==> src/rtl/bus_pkg.sv <==
// Shared types and constants for the bus source driver: FSM states, select classes, counter width.
// Pure declarations; no logic, no latency, no flow control.
package bus_pkg;

  typedef enum logic [1:0] {
    IDLE  = 2'd0,
    DRIVE = 2'd1,
    ERROR = 2'd2
  } state_e;

  typedef enum logic [1:0] {
    SEL_NONE  = 2'd0,
    SEL_ONE   = 2'd1,
    SEL_MULTI = 2'd2
  } sel_class_e;

  localparam int ERR_CNT_WIDTH      = 8;
  localparam int DEFAULT_DATA_WIDTH = 32;
  localparam int DEFAULT_NUM_SRC    = 24;

endpackage

==> src/rtl/bus_source_driver_onehot_encoder.sv <==
// Combinational one-hot to binary encoder that also classifies the select as none/one/multi.
// Zero latency; no flow control, the caller decides when the result is used.
module onehot_encoder
  import bus_pkg::*;
#(
  parameter int NUM_SRC   = DEFAULT_NUM_SRC,
  parameter int SEL_WIDTH = 5
) (
  input  logic [NUM_SRC-1:0]   out_en,
  output logic [SEL_WIDTH-1:0] enc_idx,
  output sel_class_e           sel_class
);

  logic [1:0] ones;

  // Bit count saturates at 2: only the none/one/many distinction matters.
  always_comb begin
    ones    = 2'd0;
    enc_idx = '0;
    for (int k = 0; k < NUM_SRC; k++) begin
      if (out_en[k]) begin
        enc_idx = SEL_WIDTH'(k);
        if (ones != 2'd2) begin
          ones = ones + 2'd1;
        end
      end
    end
  end

  always_comb begin
    sel_class = SEL_MULTI;
    if (ones == 2'd0) begin
      sel_class = SEL_NONE;
    end else if (ones == 2'd1) begin
      sel_class = SEL_ONE;
    end
  end

endmodule

==> src/rtl/bus_source_driver.sv <==
// Registers one selected source word onto BusMuxOut, holds it HOLD_CYCLES cycles, flags multi-driver selects.
// One-cycle capture latency; ready drops during hold and in ERROR (req not queued). Macro BUS_KEEPER_EN keeps the last word when idle.
module bus_source_driver
  import bus_pkg::*;
#(
  parameter int DATA_WIDTH  = DEFAULT_DATA_WIDTH,
  parameter int NUM_SRC     = DEFAULT_NUM_SRC,
  parameter int SEL_WIDTH   = 5,
  parameter int HOLD_CYCLES = 1
) (
  input  logic                          clock,
  input  logic                          clear_n,
  input  logic [NUM_SRC*DATA_WIDTH-1:0] src_data,
  input  logic [NUM_SRC-1:0]            out_en,
  input  logic                          req,
  input  logic                          err_clr,
  output logic                          ready,
  output logic [DATA_WIDTH-1:0]         bus_out,
  output logic                          bus_valid,
  output logic [SEL_WIDTH-1:0]          sel_idx,
  output logic                          err,
  output logic [ERR_CNT_WIDTH-1:0]      err_cnt
);

  localparam int CNT_W = (HOLD_CYCLES > 1) ? $clog2(HOLD_CYCLES) : 1;
  localparam logic [CNT_W-1:0] CNT_LOAD = CNT_W'(HOLD_CYCLES - 1);

  state_e                   state_q, state_d;
  logic [CNT_W-1:0]         cnt_q, cnt_d;
  logic [DATA_WIDTH-1:0]    bus_out_q, bus_out_d;
  logic                     bus_valid_q, bus_valid_d;
  logic [SEL_WIDTH-1:0]     sel_idx_q, sel_idx_d;
  logic                     err_q, err_d;
  logic [ERR_CNT_WIDTH-1:0] err_cnt_q, err_cnt_d;

  logic [SEL_WIDTH-1:0]     enc_idx;
  sel_class_e               sel_class;
  logic [DATA_WIDTH-1:0]    sel_word;
  logic                     rdy_int;
  logic                     accept;

  onehot_encoder #(
    .NUM_SRC   (NUM_SRC),
    .SEL_WIDTH (SEL_WIDTH)
  ) u_enc (
    .out_en    (out_en),
    .enc_idx   (enc_idx),
    .sel_class (sel_class)
  );

  always_comb begin
    sel_word = '0;
    for (int k = 0; k < NUM_SRC; k++) begin
      if (enc_idx == SEL_WIDTH'(k)) begin
        sel_word = src_data[k*DATA_WIDTH +: DATA_WIDTH];
      end
    end
  end

  // The final hold cycle accepts the next request so transfers chain without a bubble.
  assign rdy_int = (state_q == IDLE) || ((state_q == DRIVE) && (cnt_q == '0));
  assign ready   = rdy_int || !clear_n;
  assign accept  = req && rdy_int;

  always_comb begin
    state_d     = state_q;
    cnt_d       = cnt_q;
    bus_out_d   = bus_out_q;
    bus_valid_d = bus_valid_q;
    sel_idx_d   = sel_idx_q;
    err_d       = err_q;
    err_cnt_d   = err_cnt_q;

    case (state_q)
      DRIVE: begin
        if (cnt_q != '0) begin
          cnt_d = cnt_q - CNT_W'(1);
        end else begin
          state_d     = IDLE;
          bus_valid_d = 1'b0;
        end
      end
      ERROR: begin
        if (err_clr) begin
          state_d = IDLE;
          err_d   = 1'b0;
        end
      end
      default: begin
      end
    endcase

    if (accept) begin
      case (sel_class)
        SEL_ONE: begin
          state_d     = DRIVE;
          cnt_d       = CNT_LOAD;
          bus_out_d   = sel_word;
          bus_valid_d = 1'b1;
          sel_idx_d   = enc_idx;
        end
        SEL_MULTI: begin
          state_d     = ERROR;
          cnt_d       = '0;
          bus_valid_d = 1'b0;
          err_d       = 1'b1;
          if (err_cnt_q != '1) begin
            err_cnt_d = err_cnt_q + ERR_CNT_WIDTH'(1);
          end
        end
        default: begin
          state_d     = IDLE;
          cnt_d       = '0;
          bus_valid_d = 1'b0;
        end
      endcase
    end

`ifndef BUS_KEEPER_EN
    if (!bus_valid_d) begin
      bus_out_d = '0;
    end
`endif
  end

  always_ff @(posedge clock or negedge clear_n) begin
    if (!clear_n) begin
      state_q     <= IDLE;
      cnt_q       <= '0;
      bus_out_q   <= '0;
      bus_valid_q <= 1'b0;
      sel_idx_q   <= '0;
      err_q       <= 1'b0;
      err_cnt_q   <= '0;
    end else begin
      state_q     <= state_d;
      cnt_q       <= cnt_d;
      bus_out_q   <= bus_out_d;
      bus_valid_q <= bus_valid_d;
      sel_idx_q   <= sel_idx_d;
      err_q       <= err_d;
      err_cnt_q   <= err_cnt_d;
    end
  end

  assign bus_out   = bus_out_q;
  assign bus_valid = bus_valid_q;
  assign sel_idx   = sel_idx_q;
  assign err       = err_q;
  assign err_cnt   = err_cnt_q;

endmodule

==> config.mk <==
export PLATFORM = sky130hd
export DESIGN_NAME = bus_source_driver
export DESIGN_NICKNAME = d
export VERILOG_FILES = /design/src/rtl/bus_pkg.sv /design/src/rtl/bus_source_driver_onehot_encoder.sv /design/src/rtl/bus_source_driver.sv
export SDC_FILE = /design/constraint.sdc
export NUM_CORES = 1
export LEC_CHECK = 0
export BUFFER_PORTS_ARGS = -buffer_cell sky130_fd_sc_hd__buf_2
export CORE_AREA = 10 10 319 321
export DETAILED_ROUTE_END_ITERATION = 10
export DIE_AREA = 0 0 329 331
export PLACE_DENSITY = 0.44
export SLEW_MARGIN = 25
export SYNTH_ARGS = -nofsm -noshare
export SYNTH_HDL_FRONTEND = slang
export SYNTH_HIERARCHICAL = 1
export SYNTH_SLANG_ARGS = --single-unit
==> constraint.sdc <==
create_clock -name clock -period 3.02 [get_ports clock]
set_input_delay 0.604 -clock clock [delete_from_list [all_inputs] [get_ports clock]]
set_output_delay 0.604 -clock clock [all_outputs]
set_load 0.005 [all_outputs]
Yosys cells after proc, flatten, opt, wreduce, memory -nomap -nowiden
Cells that the tools add are included.

word-level totals
  register bits after elaboration = 50
  logic and storage cells = 218

operators by class
  add/subtract/negate cells = 25
  muxes and demuxes = 115
  equal/unequal tests = 56
  bitwise gates (word level) = 1
  reductions and logical operators = 14

operators by type and width
  kind                                                                     number
  32-bit two-way mux                                                       27
  2-bit two-way mux                                                        53
  2-bit by 1-bit adder with 2-bit output, second input constant            22
  2-bit inequality test, second input constant                             22
  5-bit by 4-bit equality test with 1-bit output, second input constant    8
  5-bit equality test, second input constant                               8
  5-bit two-way mux                                                        8
  4-bit two-way mux                                                        8
  5-bit by 3-bit equality test with 1-bit output, second input constant    4
  1-bit two-way mux                                                        13
  3-bit two-way mux                                                        4
  5-bit by 2-bit equality test with 1-bit output, second input constant    2
  8-bit by 1-bit adder with 8-bit output, second input constant            1
  8-bit inequality test, second input constant                             1
  2-bit one-hot mux with 2 select lines                                    2
  2-bit by 1-bit equality test with 1-bit output, second input constant    3
  3-bit inequality test, second input constant                             2
  3-bit AND reduction                                                      2
  5-bit by 1-bit equality test with 1-bit output, second input constant    1
  5-bit zero test                                                          1
  2-bit equality test, second input constant                               2
  2-bit zero test                                                          2
  2-bit by 1-bit inequality test with 1-bit output, second input constant  2
  2-bit AND reduction                                                      2
  9 further kinds                                                          11

Depth between registers and ports, before layout
  word-level depth = 78
  depth in mapped cells = 40

Cells and area by module
The synthesis kept the hierarchy.

by module, submodules not included
  module             area an instance (µm²)  sequential area each (µm²)  times used  cells each
  bus_source_driver  9165.0                  1226.2                      1           1228
  onehot_encoder     2934.1                  0.0                         1           440

Worst setup path before layout
No wires, ideal clock.

  path type = in2reg
  start = input port out_en[0]
  end = register bus_out_q[20] (netlist: bus_out[20])
  arrival = 9808 ps
  cell stages on the path = 39
  setup slack = -6874 ps
  buffers on the path = 2
  path through = inv_1 > ha_1 > or4b_1 > o211ai_2 > a21oi_2 > o31a_1 > a311oi_1 > a21o_1 > nand2_1 > a311o_1 > a221o_1 > o211a_2 > o32ai_1 > a211o_1 > clkbuf_2 > nand2_1 > a222oi_1 > o21ai_2 > [... 3 more ...] > o221a_2 > a21oi_1 > o311ai_2 > nand2_1 > nand3_1 > a32o_1 > or4b_4 > a21o_1 > ha_1 > nand2_1 > o211ai_1 > a2111oi_4 > nor4bb_1 > buf_2 > o21ai_0 > a21oi_1 > o221ai_1 > a32oi_1

between the ends
  word-level cells in the longest chain between the ends = 78
  elaborated cells between the ends (all ways) = 104

RTL lines
  what                                                                                                               line                                                                            text
  start: declaration                                                                                                 bus_source_driver.sv:14                                                         input logic [NUM_SRC-1:0] out_en,
  1-bit two-way mux *                                                                                                bus_source_driver_onehot_encoder.sv:21                                          if (out_en[k]) begin
  1-bit by 1-bit adder with 2-bit output / 1-bit by 2-bit inequality test with 1-bit output (equally long branches)  bus_source_driver_onehot_encoder.sv:24, bus_source_driver_onehot_encoder.sv:23
  2-bit two-way mux                                                                                                  bus_source_driver_onehot_encoder.sv:23                                          if (ones != 2'd2) begin
  2-bit two-way mux *                                                                                                bus_source_driver_onehot_encoder.sv:21
  2-bit by 1-bit adder with 2-bit output / 2-bit inequality test (equally long branches)                             bus_source_driver_onehot_encoder.sv:24, bus_source_driver_onehot_encoder.sv:23
  2-bit two-way mux                                                                                                  bus_source_driver_onehot_encoder.sv:23
  2-bit two-way mux *                                                                                                bus_source_driver_onehot_encoder.sv:21
  2-bit by 1-bit adder with 2-bit output / 2-bit inequality test (equally long branches)                             bus_source_driver_onehot_encoder.sv:24, bus_source_driver_onehot_encoder.sv:23
  [... 63 more ...]                                                                                                  -
  2-bit two-way mux                                                                                                  bus_source_driver_onehot_encoder.sv:34                                          end else if (ones == 2'd1) begin
  2-bit two-way mux *                                                                                                bus_source_driver_onehot_encoder.sv:32                                          if (ones == 2'd0) begin
  net sel_class[1]                                                                                                   bus_source_driver.sv:37                                                         sel_class_e sel_class;
  2-bit by 1-bit equality test with 1-bit output *                                                                   bus_source_driver.sv:94                                                         case (sel_class)
  1-bit two-way mux                                                                                                  bus_source_driver.sv:94
  1-bit two-way mux                                                                                                  bus_source_driver.sv:93                                                         if (accept) begin
  2-bit by 1-bit inequality test with 1-bit output (no source line)                                                  -
  2-bit AND reduction (no source line)                                                                               -
  end signal: assignment                                                                                             bus_source_driver.sv:138                                                        bus_out_q <= bus_out_d;
  end: declaration                                                                                                   bus_source_driver.sv:30                                                         logic [DATA_WIDTH-1:0] bus_out_q, bus_out_d;

Mark *: on every way through the listed nets, which the timed path passes. The rest lies on a longest branch.
A chain may end at the register's enable or synchronous reset.

Final worst setup path
  start = input port out_en[1]
  end = register bus_out_q[18] (netlist: bus_out[18])

between the ends
  word-level cells in the longest chain between the ends = 75
  elaborated cells between the ends (all ways) = 173

RTL lines
  what                                                                                    line
  2-bit two-way mux *                                                                     bus_source_driver_onehot_encoder.sv:21
  2-bit by 1-bit adder with 2-bit output / 2-bit inequality test (equally long branches)  bus_source_driver_onehot_encoder.sv:24, bus_source_driver_onehot_encoder.sv:23
  2-bit two-way mux                                                                       bus_source_driver_onehot_encoder.sv:23
  2-bit two-way mux *                                                                     bus_source_driver_onehot_encoder.sv:21
  2-bit by 1-bit adder with 2-bit output / 2-bit inequality test (equally long branches)  bus_source_driver_onehot_encoder.sv:24, bus_source_driver_onehot_encoder.sv:23
  2-bit two-way mux                                                                       bus_source_driver_onehot_encoder.sv:23
  2-bit two-way mux *                                                                     bus_source_driver_onehot_encoder.sv:21
  2-bit by 1-bit adder with 2-bit output / 2-bit inequality test (equally long branches)  bus_source_driver_onehot_encoder.sv:24, bus_source_driver_onehot_encoder.sv:23
  [... 60 more ...]                                                                       -
  2-bit two-way mux                                                                       bus_source_driver_onehot_encoder.sv:34
  2-bit two-way mux *                                                                     bus_source_driver_onehot_encoder.sv:32
  net sel_class[1]                                                                        bus_source_driver.sv:37
  2-bit by 1-bit equality test with 1-bit output *                                        bus_source_driver.sv:94
  1-bit two-way mux                                                                       bus_source_driver.sv:94
  1-bit two-way mux                                                                       bus_source_driver.sv:93
  2-bit by 1-bit inequality test with 1-bit output (no source line)                       -
  2-bit AND reduction (no source line)                                                    -

Mark *: on every way through the listed nets, which the timed path passes. The rest lies on a longest branch. The select of a mux whose other input is x is not followed.

==> summary.md <==
| Metric | Value |
|---|---|
| Horizontal die dimension | `329 um` |
| Path type of the worst min-delay path | `in2async` |
| Failing checks | `negative setup slack` |
| Mapped cell area | `12100 um2` |
| TritonCTS clock tree | `built` |
| Number of flip-flops and latches in the synthesized netlist | `49` |
| Area contributors post-synth | `sky130_fd_sc_hd__dfrtp_1 (10%), sky130_fd_sc_hd__a21oi_1 (5.3%), sky130_fd_sc_hd__a22oi_1 (5.1%), sky130_fd_sc_hd__nand2_1 (5.0%), sky130_fd_sc_hd__mux4_2 (4.8%)` |
| Initial detailed-routing violation count | `2115` |
| Combined area of the multi-input logic cells | `11050 um2` |
| Top-area cell type share of the netlist area | `10.13%` |
| Longest individual stage delay on the worst path | `0.52 ns` |
| Fillcell total | `10860` |
| Setup Skew | `0.01267 ns` |
| Commonest non-fill, non-tap cells in the layout | `sky130_fd_sc_hd__buf_2 (841), sky130_fd_sc_hd__buf_4 (536), sky130_fd_sc_hd__nand2_1 (155)` |
| Top cell by count, worst path | `sky130_fd_sc_hd__buf_4` |
| Cts-stage hold buffer count | `0` |
| Post-synthesis to final-layout area growth | `96.55%` |
| Remaining antenna violation count after routing | `0` |
| Setup crit start kind | `input port` |
| Placed Area | `22210 um2` |
| Routability cong. | `0.9926` |
| Most common flop cell mapped by yosys | `sky130_fd_sc_hd__dfrtp_1` |
| Cell Rows | `114` |
| Post-Syn Instances | `1668` |
| Yosys cell types | `118` |
| Vias in the first global route | `21560` |
| Die Footprint | `108900 um2` |
| Total overflow reported by the global router | `0` |
| Maximum vdd drop | `0.0002352 V` |
| Cells after DPL | `4211` |
| Clk sink count | `49` |
| Drt first pass iters | `8` |
| Most common cell after layout, fill and taps aside | `sky130_fd_sc_hd__buf_2` |
| Post-route fraction of the period consumed by the critical path | `312.7%` |
| Synth warnings | `6` |
| Sequential-to-total area share from yosys stat | `10.13%` |
| Post-layout net count | `3784` |
| First-pass GRT wire length | `199800 um` |
| Category of the worst setup path capture point | `flip-flop` |
| Tmin final | `9.445 ns` |
| Buffer type at the clock tree root | `sky130_fd_sc_hd__clkbuf_16` |
| CTS buffer count | `5` |
| Largest fanout on the critical path | `7` |
| DR WL/cell | `36.32 um` |
| Count of H-tree levels built during CTS | `2` |
| Worst slew pin tran | `1.050 ns` |
| Average size of a mapped cell | `7.254 um2` |
| Core area | `95710 um2` |
| Fraction of final layout cells with drive strength greater than 1 | `57.83%` |
| Launching point of the worst reg2reg path | `state_q[1]` |
| Share of flip-flops with an asynchronous set or reset | `100.0%` |
| Highest-delay cell along the critical path | `sky130_fd_sc_hd__or4b_4` |
| Setup WS pre-CTS | `-6.956 ns` |
| Longest Clk Path Bufs | `2` |
| Max-slew violations | `0` |
| Later-pin clock latency in the skew report | `0.33 ns` |
| Num ports | `844` |
| Setup WS post-layout | `-6.425 ns` |
| Areal power density over the cells | `363.1 nW/um2` |
| Via count of the routed design | `21750` |
| DRC violations left | `0` |
| Data required time at the worst endpoint | `3.25 ns` |
| Vertical die dimension | `331 um` |
| Count of flip-flops with a built-in enable after synthesis | `0` |
| Cell area after layout | `23780 um2` |
| Post-synthesis cell type with the largest combined area | `sky130_fd_sc_hd__dfrtp_1` |
| Half-perimeter wire length after placement | `138500 um` |
| Number of nets produced by synthesis | `2470` |
| Initial core utilization | `12.64%` |
| Clock transition at path regs | `0.09 ns` |
| Setup repair after global routing missed its margin | `yes` |
| PortBufs | `843` |
| Count of non-filler cells in the finished layout | `4314` |
| Initial antenna violation count | `149` |
| Total of endpoints with negative setup slack in the final report | `49` |
| Post-Route Setup TNS | `-304.33 ns` |
| Achievable frequency | `105.9 MHz` |
| Post-Route WL | `156700 um` |
| Maximum number of pins on one net before global-route repair | `39` |
| CP arrival | `9.67 ns` |
| Sequential cell area | `1226 um2` |
| Leakage power | `10.84 nW` |
| Rel. slew slack | `30.00%` |
| Status | `finished with violations` |
| CP Class | `in2reg` |
| Gr usage total | `26.87%` |
| Vias per std cell | `5.042` |
| Worst setup path start | `out_en[1]` |
| Max-cap check violation count | `0` |
| Hold Vio Cnt, Final | `0` |
-- path summary, 6_finish.rpt --
path                       slack (ns)  cells after the start          end
max                             -6.42                     45  bus_out[18]
min                              0.48                      2  bus_out[11]
max reg2reg                      0.85                      5  bus_out[23]
min reg2reg                      0.48                      2   sel_idx[1]
max in group asynchronous        1.61                      3   err_cnt[1]
min in group clock               0.48                      2   sel_idx[1]
-- logic make-up (layout without fill, tap and decap cells) --
group / after synthesis / after routing / synth area share (%)
buffers and inverters: 172 / 1487 / 7.591
other: 0 / 55 / 0
and+or+nand+nor: 589 / 589 / 25.22
adders and majority gates: 6 / 6 / 0.6205
muxes: 67 / 67 / 8.449
DFF: 49 / 49 / 10.13
AOI/OAI and AO/OA: 763 / 763 / 46.27
xor gates and xnor gates: 22 / 22 / 1.717
-- registers in the layout, summed over array words and instances (netlist names) --
| name | flops |
|---|---|
| bus_out | 32 |
| err_cnt | 8 |
| state_q | 2 |
| err | 1 |
| sel_idx | 5 |
| bus_valid | 1 |
-- metal layers --
| metal | track usage, % | part of all wire [%] | vias to the layer above |
|---|---|---|---|
| met5 | 0 | 0.33 | - |
| met4 | 8.758 | 3.6 | 76 |
| met3 | 8.842 | 10 | 282 |
| met2 | 43.29 | 45 | 1336 |
| met1 | 33.42 | 41 | 10620 |
| li1 | - | - | 9433 |
-- worst max-delay path, delay by kind of cell --
| kind | cells | cell delay, ns |
|---|---|---|
| AOI/OAI and AO/OA | 22 | 4.72 |
| xor gates and xnor gates | 2 | 0.30 |
| adders and majority gates | 2 | 0.52 |
| buffers and inverters | 12 | 1.73 |
| muxes | 1 | 0.19 |
| and+or+nand+nor | 6 | 1.57 |
-- report_power, final --
part / switching [mW] / leakage (nW) / internal [mW]
clock network: 0.340 / 0.0893 / 0.422
logic: 3.48 / 10.1 / 3.43
registers: 0.146 / 0.663 / 0.827
total: 3.96 / 10.8 / 4.67
-- synth_stat cells (all sizes together), types with 11 or more instances --
cell / n
nand2: 165
nor2: 161
a21oi: 131
o21ai: 125
buf: 108
a22oi: 83
nand3: 59
dfrtp: 49
a221oi: 47
nor3: 41
o211ai: 37
o221ai: 35
a211oi: 34
o22ai: 33
clkbuf: 32
inv: 30
and3: 26
mux4: 26
mux2: 21
mux2i: 20
nor2b: 19
a31oi: 17
xnor2: 17
a21o: 16
nand2b: 14
a211o: 13
a222oi: 13
a22o: 13
and2: 13
nand4: 13
a2111oi: 12
nor4: 12
o2111ai: 12
o311ai: 12
a221o: 11
a32oi: 11
nand3b: 11
o21a: 11
-- through the flow --
stage / power, mW / hold slack, ns / utilization (%)
after CTS: 8.045 / 0.4578 / 24.05
after global routing: 9.180 / 0.4678 / 24.77
final: 8.635 / 0.4813 / 24.85
after detailed placement: 6.737 / 0.4620 / 23.21
after floorplan: 3.712 / 0.3084 / -
after global placement: 6.767 / 0.4558 / 23.21
-- area by class of cell --
class                           instances  share of cell area, %
Multi-Input combinational cell       1447                  46.45
Inverter                               32                 0.5682
Clock buffer                            6                 0.5840
Tap cell                             1276                  6.714
Antenna cell                           55                 0.5788
Sequential cell                        49                  5.156
Timing Repair Buffer                 1447                  39.78
Clock inverter                          2                 0.1736
-- repair_timing --
item                                    CTS  global route
cloned                                    0             2
setup buffers                            16            23
resized for setup                        95            87
endpoints found under the setup margin   49            49
pin swaps                                44            51
Note: power is estimated with default switching activity, not from simulation.
